`config.mk`:
```
export PLATFORM = sky130hd
export DESIGN_NAME = rglib_rotate_clk_mon
export DESIGN_NICKNAME = d
export VERILOG_FILES = /design/src/rtl/rglib_rotate_clk_mon.sv
export SDC_FILE = /design/constraint.sdc
export NUM_CORES = 1
export LEC_CHECK = 0
export CAP_MARGIN = 20
export CORE_MARGIN = 3
export CORE_UTILIZATION = 53
export DETAILED_ROUTE_END_ITERATION = 12
export PLACE_DENSITY = 0.86
export RECOVER_POWER = 100
export SLEW_MARGIN = 20
export SYNTH_ARGS = -nofsm -noshare
export SYNTH_HDL_FRONTEND = slang
export SYNTH_SLANG_ARGS = --single-unit
```
`constraint.sdc`:
```
create_clock -name clk -period 5 [get_ports clk]
set_input_delay 1 -clock clk [delete_from_list [all_inputs] [get_ports clk]]
set_output_delay 1 -clock clk [all_outputs]
set_load 0.02 [all_outputs]
```
`src/rtl/rglib_rotate_clk_mon.sv`:
```
// Clock monitor: measures period and high time of mon_in in clk cycles, flags
// out-of-window periods and detects a stopped clock. Optional input synchronizer: RGLIB_ROTATE_CLK_MON_SYNC_EN.
module rglib_rotate_clk_mon #(
    parameter int CNT_W       = 16,
    parameter int SYNC_STAGES = 2
) (
    input  logic             clk,
    input  logic             rst,
    input  logic             en,
    input  logic             mon_in,
    input  logic [CNT_W-1:0] min_period,
    input  logic [CNT_W-1:0] max_period,
    input  logic [CNT_W-1:0] timeout,
    input  logic             clr,
    output logic [CNT_W-1:0] period,
    output logic [CNT_W-1:0] high_time,
    output logic             period_vld,
    output logic             too_fast,
    output logic             too_slow,
    output logic             stopped
);

    typedef enum logic [1:0] {IDLE, ACQUIRE, MEASURE, STOPPED} state_t;

    localparam logic [CNT_W-1:0] CNT_ONE = {{(CNT_W-1){1'b0}}, 1'b1};

    if (SYNC_STAGES < 2) begin : g_sync_stages_check
        $error("SYNC_STAGES must be at least 2");
    end

    state_t           state, state_n;
    logic [CNT_W-1:0] cnt, cnt_n, cnt_inc;
    logic [CNT_W-1:0] period_n, high_time_n;
    logic             period_vld_n, too_fast_n, too_slow_n;
    logic             s, s_q, rise, fall;

`ifdef RGLIB_ROTATE_CLK_MON_SYNC_EN
    logic [SYNC_STAGES-1:0] sync;

    always_ff @(posedge clk) begin
        if (rst) begin
            sync <= '0;
        end else begin
            sync <= {sync[SYNC_STAGES-2:0], mon_in};
        end
    end

    assign s = sync[SYNC_STAGES-1];
`else
    assign s = mon_in;
`endif

    assign rise    = s & ~s_q;
    assign fall    = ~s & s_q;
    assign cnt_inc = (cnt == {CNT_W{1'b1}}) ? cnt : cnt + CNT_ONE;
    assign stopped = (state == STOPPED);

    always_comb begin
        state_n      = state;
        cnt_n        = cnt;
        period_n     = period;
        high_time_n  = high_time;
        period_vld_n = 1'b0;
        // A set in the same cycle as clr overrides the clear below.
        too_fast_n   = too_fast & ~clr;
        too_slow_n   = too_slow & ~clr;
        if (!en) begin
            state_n = IDLE;
            cnt_n   = '0;
        end else begin
            case (state)
                IDLE: begin
                    cnt_n   = '0;
                    state_n = ACQUIRE;
                end
                ACQUIRE: begin
                    if (rise) begin
                        cnt_n   = CNT_ONE;
                        state_n = MEASURE;
                    end
                end
                MEASURE: begin
                    cnt_n = cnt_inc;
                    if (rise) begin
                        period_n     = cnt;
                        period_vld_n = 1'b1;
                        cnt_n        = CNT_ONE;
                        if (cnt < min_period) too_fast_n = 1'b1;
                        if (cnt > max_period) too_slow_n = 1'b1;
                    end else if (fall) begin
                        high_time_n = cnt;
                    end else if (cnt >= timeout) begin
                        state_n = STOPPED;
                    end
                end
                STOPPED: begin
                    if (rise) begin
                        cnt_n   = CNT_ONE;
                        state_n = MEASURE;
                    end
                end
                default: state_n = IDLE;
            endcase
        end
    end

    always_ff @(posedge clk) begin
        if (rst) begin
            state      <= IDLE;
            cnt        <= '0;
            period     <= '0;
            high_time  <= '0;
            period_vld <= 1'b0;
            too_fast   <= 1'b0;
            too_slow   <= 1'b0;
            s_q        <= 1'b0;
        end else begin
            state      <= state_n;
            cnt        <= cnt_n;
            period     <= period_n;
            high_time  <= high_time_n;
            period_vld <= period_vld_n;
            too_fast   <= too_fast_n;
            too_slow   <= too_slow_n;
            s_q        <= s;
        end
    end

endmodule

```
Word level (Yosys, flattened, before mapping). Index checks and enable logic that the tools add are counted.

Output and inout bits: 36. Input bits: 53. Register bits after elaboration: 54.

Eq/ne operators: 9. Reduce and logical (&&, ||, !) cells: 8. $add $sub $neg: 1. $lt $le $gt $ge: 3. Bitwise gates (word level): 10. Muxes and demuxes: 18.

Operators with widths (number): $mux 16 (3); $pmux 16 s3 (1); $add 16x1->16 const B (1); $eq 16x16->1 const B (1); $ge 16x16->1 (1); $gt 16x16->1 (1); $lt 16x16->1 (1); $mux 1 (9); $mux 2 (4); $reduce_and 4->1 (2); $ne 2x2->1 const B (3); $not 1->1 (6); $pmux 2 s3 (1); $and 1x1->1 (4); $eq 2x2->1 const B (2); $reduce_or 2->1 (2); $ne 3x3->1 const B (1); $reduce_and 3->1 (1); $reduce_or 3->1 (1); $eq 2x1->1 const B (1); $logic_not 2->1 (1); $ne 2x1->1 const B (1); $reduce_and 2->1 (1).

Longest topological paths before layout.
Depth in word-level cells: 6. Mapped depth: 7.

Least setup slack after synthesis. Ideal clock, no wire load.

Path kind: input-to-reg. Start: in rst. End: reg cnt[7]. Stages on the path: 5. Library setup time: 61 ps. Arrival time: 2246 ps. Slack: 2693 ps. Cell sequence: clkbuf_1 > nand2b_1 > or3_1 > or4b_1 > nand2_1.

Cells in the longest elaborated chain, start to end: 1.

Ends and longest elaborated chain: start, declared (line 8) `input logic rst,`; $reduce_or 2->1 (no source line); end signal, assigned (line 119) `cnt <= cnt_n;`; end, declared (line 32) `logic [CNT_W-1:0] cnt, cnt_n, cnt_inc;`.

No other way between the ends. A chain may end at the register's enable or synchronous reset.

Final worst setup path. Same ends and word-level chain as after synthesis.

==> impl_metrics.csv <==
group,metric,value,unit
timing,max_slew.worst_pin.slew,1.503,ns
flow_run,cap_viol_max_count,1,
clock_tree,clkTransAtPathRegs,0.10,ns
placement,port_buffers,88,
yosys,syn_area,3421,µm²
setup_path,rrSetupSlack,2.54,ns
clock_tree,clock_sinks,54,
final_layout,drive_gt1_frac,0.02268,
outcome,outcome,"finished with violations",
clock_tree,clk_path_buf_depth,2,
timing,max_slew_margin,-0.001787,
final_layout,diodes,0,
yosys,synth_cell_types,45,
global_route,antenna_found_initial,0,
die,pin_count,89,
global_route,grt-ovfl-total,0,
clock_tree,insertion_delay,0.31,ns
power_and_ir_drop,power-per-cell-area,185.1,nW/µm²
timing,period_needed,3.512,ns
final_layout,final_common_cell,"nand2_1",
die,die-area,7455,µm²
yosys,synth_edf_count,0,
clock_tree,cts_setup_buffers,0,
yosys,synth_cells,448,
setup_path,worstPathMaxFanout,36,
setup_path,crit_family,"simple AND/OR/NAND/NOR gates",
die,rows,28,
clock_tree,tritoncts,"built",
drt,via_count,3483,
die,floorplan.initialDensity,0.5612,
setup_path,arrival,3.77,ns
yosys,ys_ff_latch,54,
drt,ant_nets,0,
yosys,synthArstFlopShare,0,
drt,wirelength,9.589,mm
placement,gp_congestion,0.9319,
setup_path,path_class,"in -> reg",
power_and_ir_drop,p_leak,1.994,nW
clock_tree,cts_hold_buf,0,
clock_tree,cts_buffers,5,
die,die-width,86.34,µm
setup_path,slowest_stage,"clkbuf_1",
final_layout,most-common-layout-cells,"nand2_1 (72), a21oi_1 (56), dfxtp_1 (54), inv_1 (50), clkdlybuf4s50_1 (50)",
global_route,grt_pass1_wl,15.40,mm
setup_path,critPathRequiredTime,5.26,ns
timing,fin_crit_sh,0.7023,
drt,drtIter0Drc,349,
setup_path,endpoint_kind,"flip-flop",
timing,final.setup.tns,0,ns
clock_tree,ctsResizeCount,0,
final_layout,synthToLayoutAreaGrowth,29.88,%
global_route,grt_pass1_vias,3340,
drt,dr.pass1.iters,5,
setup_path,worst_path_largest_cell_delay,0.58,ns
die,die_h,86.34,µm
timing,clock_skew,0.005537,ns
clock_tree,cts.htree.levels,2,
placement,dp_hpwl,7.128,mm
global_route,grtUsageTotal,0.2564,
clock_tree,root_buffer,"clkbuf_8",
outcome,violations,"capacitance limit, slew limit",
power_and_ir_drop,power,822.6,µW
yosys,synthFlopType,"dfxtp_1",
timing,rsz0062_at_grt,"no",
timing,fmax,284.8,MHz
global_route,grt_start_max_net_pins,37,
drt,viasPerCell,5.767,
setup_path,worstPathCellList,"dlygate4sd3_1, clkbuf_1, nand2b_1, or3_1, or4b_1, nand2_1",
worst_hold_path,hp-class,"reg -> reg",
yosys,mappedNetlistNets,549,
yosys,syn_area_per_cell,7.636,µm²
drt,drc,0,
setup_path,crit_path_start_kind,"input pin",
setup_path,path_buf_inv,2,
die,core_area,6096,µm²
drt,routedWlPerCell,15.88,µm
yosys,yosysWarnings,0,
timing,hold_viol,0,
timing,drv_slew,36,
final_layout,fin_nets,629,
timing,final-setup-viol-count,0,
power_and_ir_drop,peakVddDrop,199.6,µV
yosys,ys_seq_area_frac,0.3160,
[flip-flops by register name (all words and copies together) (netlist names)]
signal      flops
cnt            16
high_time      16
period         16
state           2
period_vld      1
s_q             1
too_fast        1
too_slow        1
[cell type report]
class / count / area, µm²
flip-flops and latches: 54 / 1081
clock inverters: 2 / 37.54
well taps: 75 / 93.84
repair buffers: 89 / 884.6
fillers: 491 / 1653
multi-input cells: 328 / 2086
inverters: 50 / 187.7
clock buffers: 6 / 72.57
[cell usage after synthesis (3+ instances only)]
library cell,number,share of area
clkbuf_1,13,0.014
dfxtp_1,54,0.32
ha_1,48,0.18
and2_1,4,0.0073
nand2b_1,6,0.011
nor3_1,9,0.013
o211ai_1,4,0.0088
nor2b_1,5,0.0091
a31oi_1,4,0.0073
inv_1,50,0.055
o21ai_0,30,0.044
nor2_1,23,0.025
or3_1,3,0.0055
nand4_1,11,0.020
nand3_1,14,0.020
or4_1,3,0.0066
nor4_1,3,0.0055
nand2_1,72,0.079
a21oi_1,56,0.082
a211oi_1,3,0.0066
a21o_1,3,0.0066
[power breakdown]
group	internal, mW	total [mW]	switching (mW)
Sequential	0.431	0.434	0.00316
Clock	0.150	0.294	0.144
Combinational	0.0532	0.0947	0.0414
[cell families after synthesis]
kind of cell,synth area share
compound gates,0.1909
mux,0.002926
flops,0.3160
buf+inv,0.07425
simple gates,0.2377
fa+ha+maj,0.1756
xor+xnor,0.002561
[per-stage QoR]
stage	std cells	worst slack (ns)	util	hold slack, ns	area, µm²
floorplan	448	2.693	-	0.4983	3421
global placement	596	1.903	0.7114	0.4458	4337
detailed placement	596	1.861	0.7114	0.4461	4337
CTS	604	2.150	0.7295	0.4597	4447
global route	604	1.328	0.7289	0.4723	4443
finish	604	1.488	0.7289	0.4556	4443
[worst min-delay path: cells and delay by family (launching register included)]
kind | cells | cell delay [ns]
flip-flops | 1 | 0.32
AND/OR/NAND/NOR | 1 | 0.05
AO/OA/AOI/OAI | 1 | 0.05
[worst paths after layout]
path	startpoint	end	cells past startpoint
setup reg to reg	state[0]	high_time[5]	5
hold / removal	period[1]	period[1]	2
setup / recovery	rst	cnt[7]	6
hold reg to reg	period[1]	period[1]	2
[per-layer routing]
metal / global-route usage / vias up / wire (µm)
met1: 0.3296 / 1587 / 4092
met3: 0.02947 / 24 / 536
met2: 0.4423 / 145 / 4738
li1: - / 1727 / -
met4: 0.09207 / 0 / 222
met5: 0 / - / 0
(Power assumes the default switching activity.)
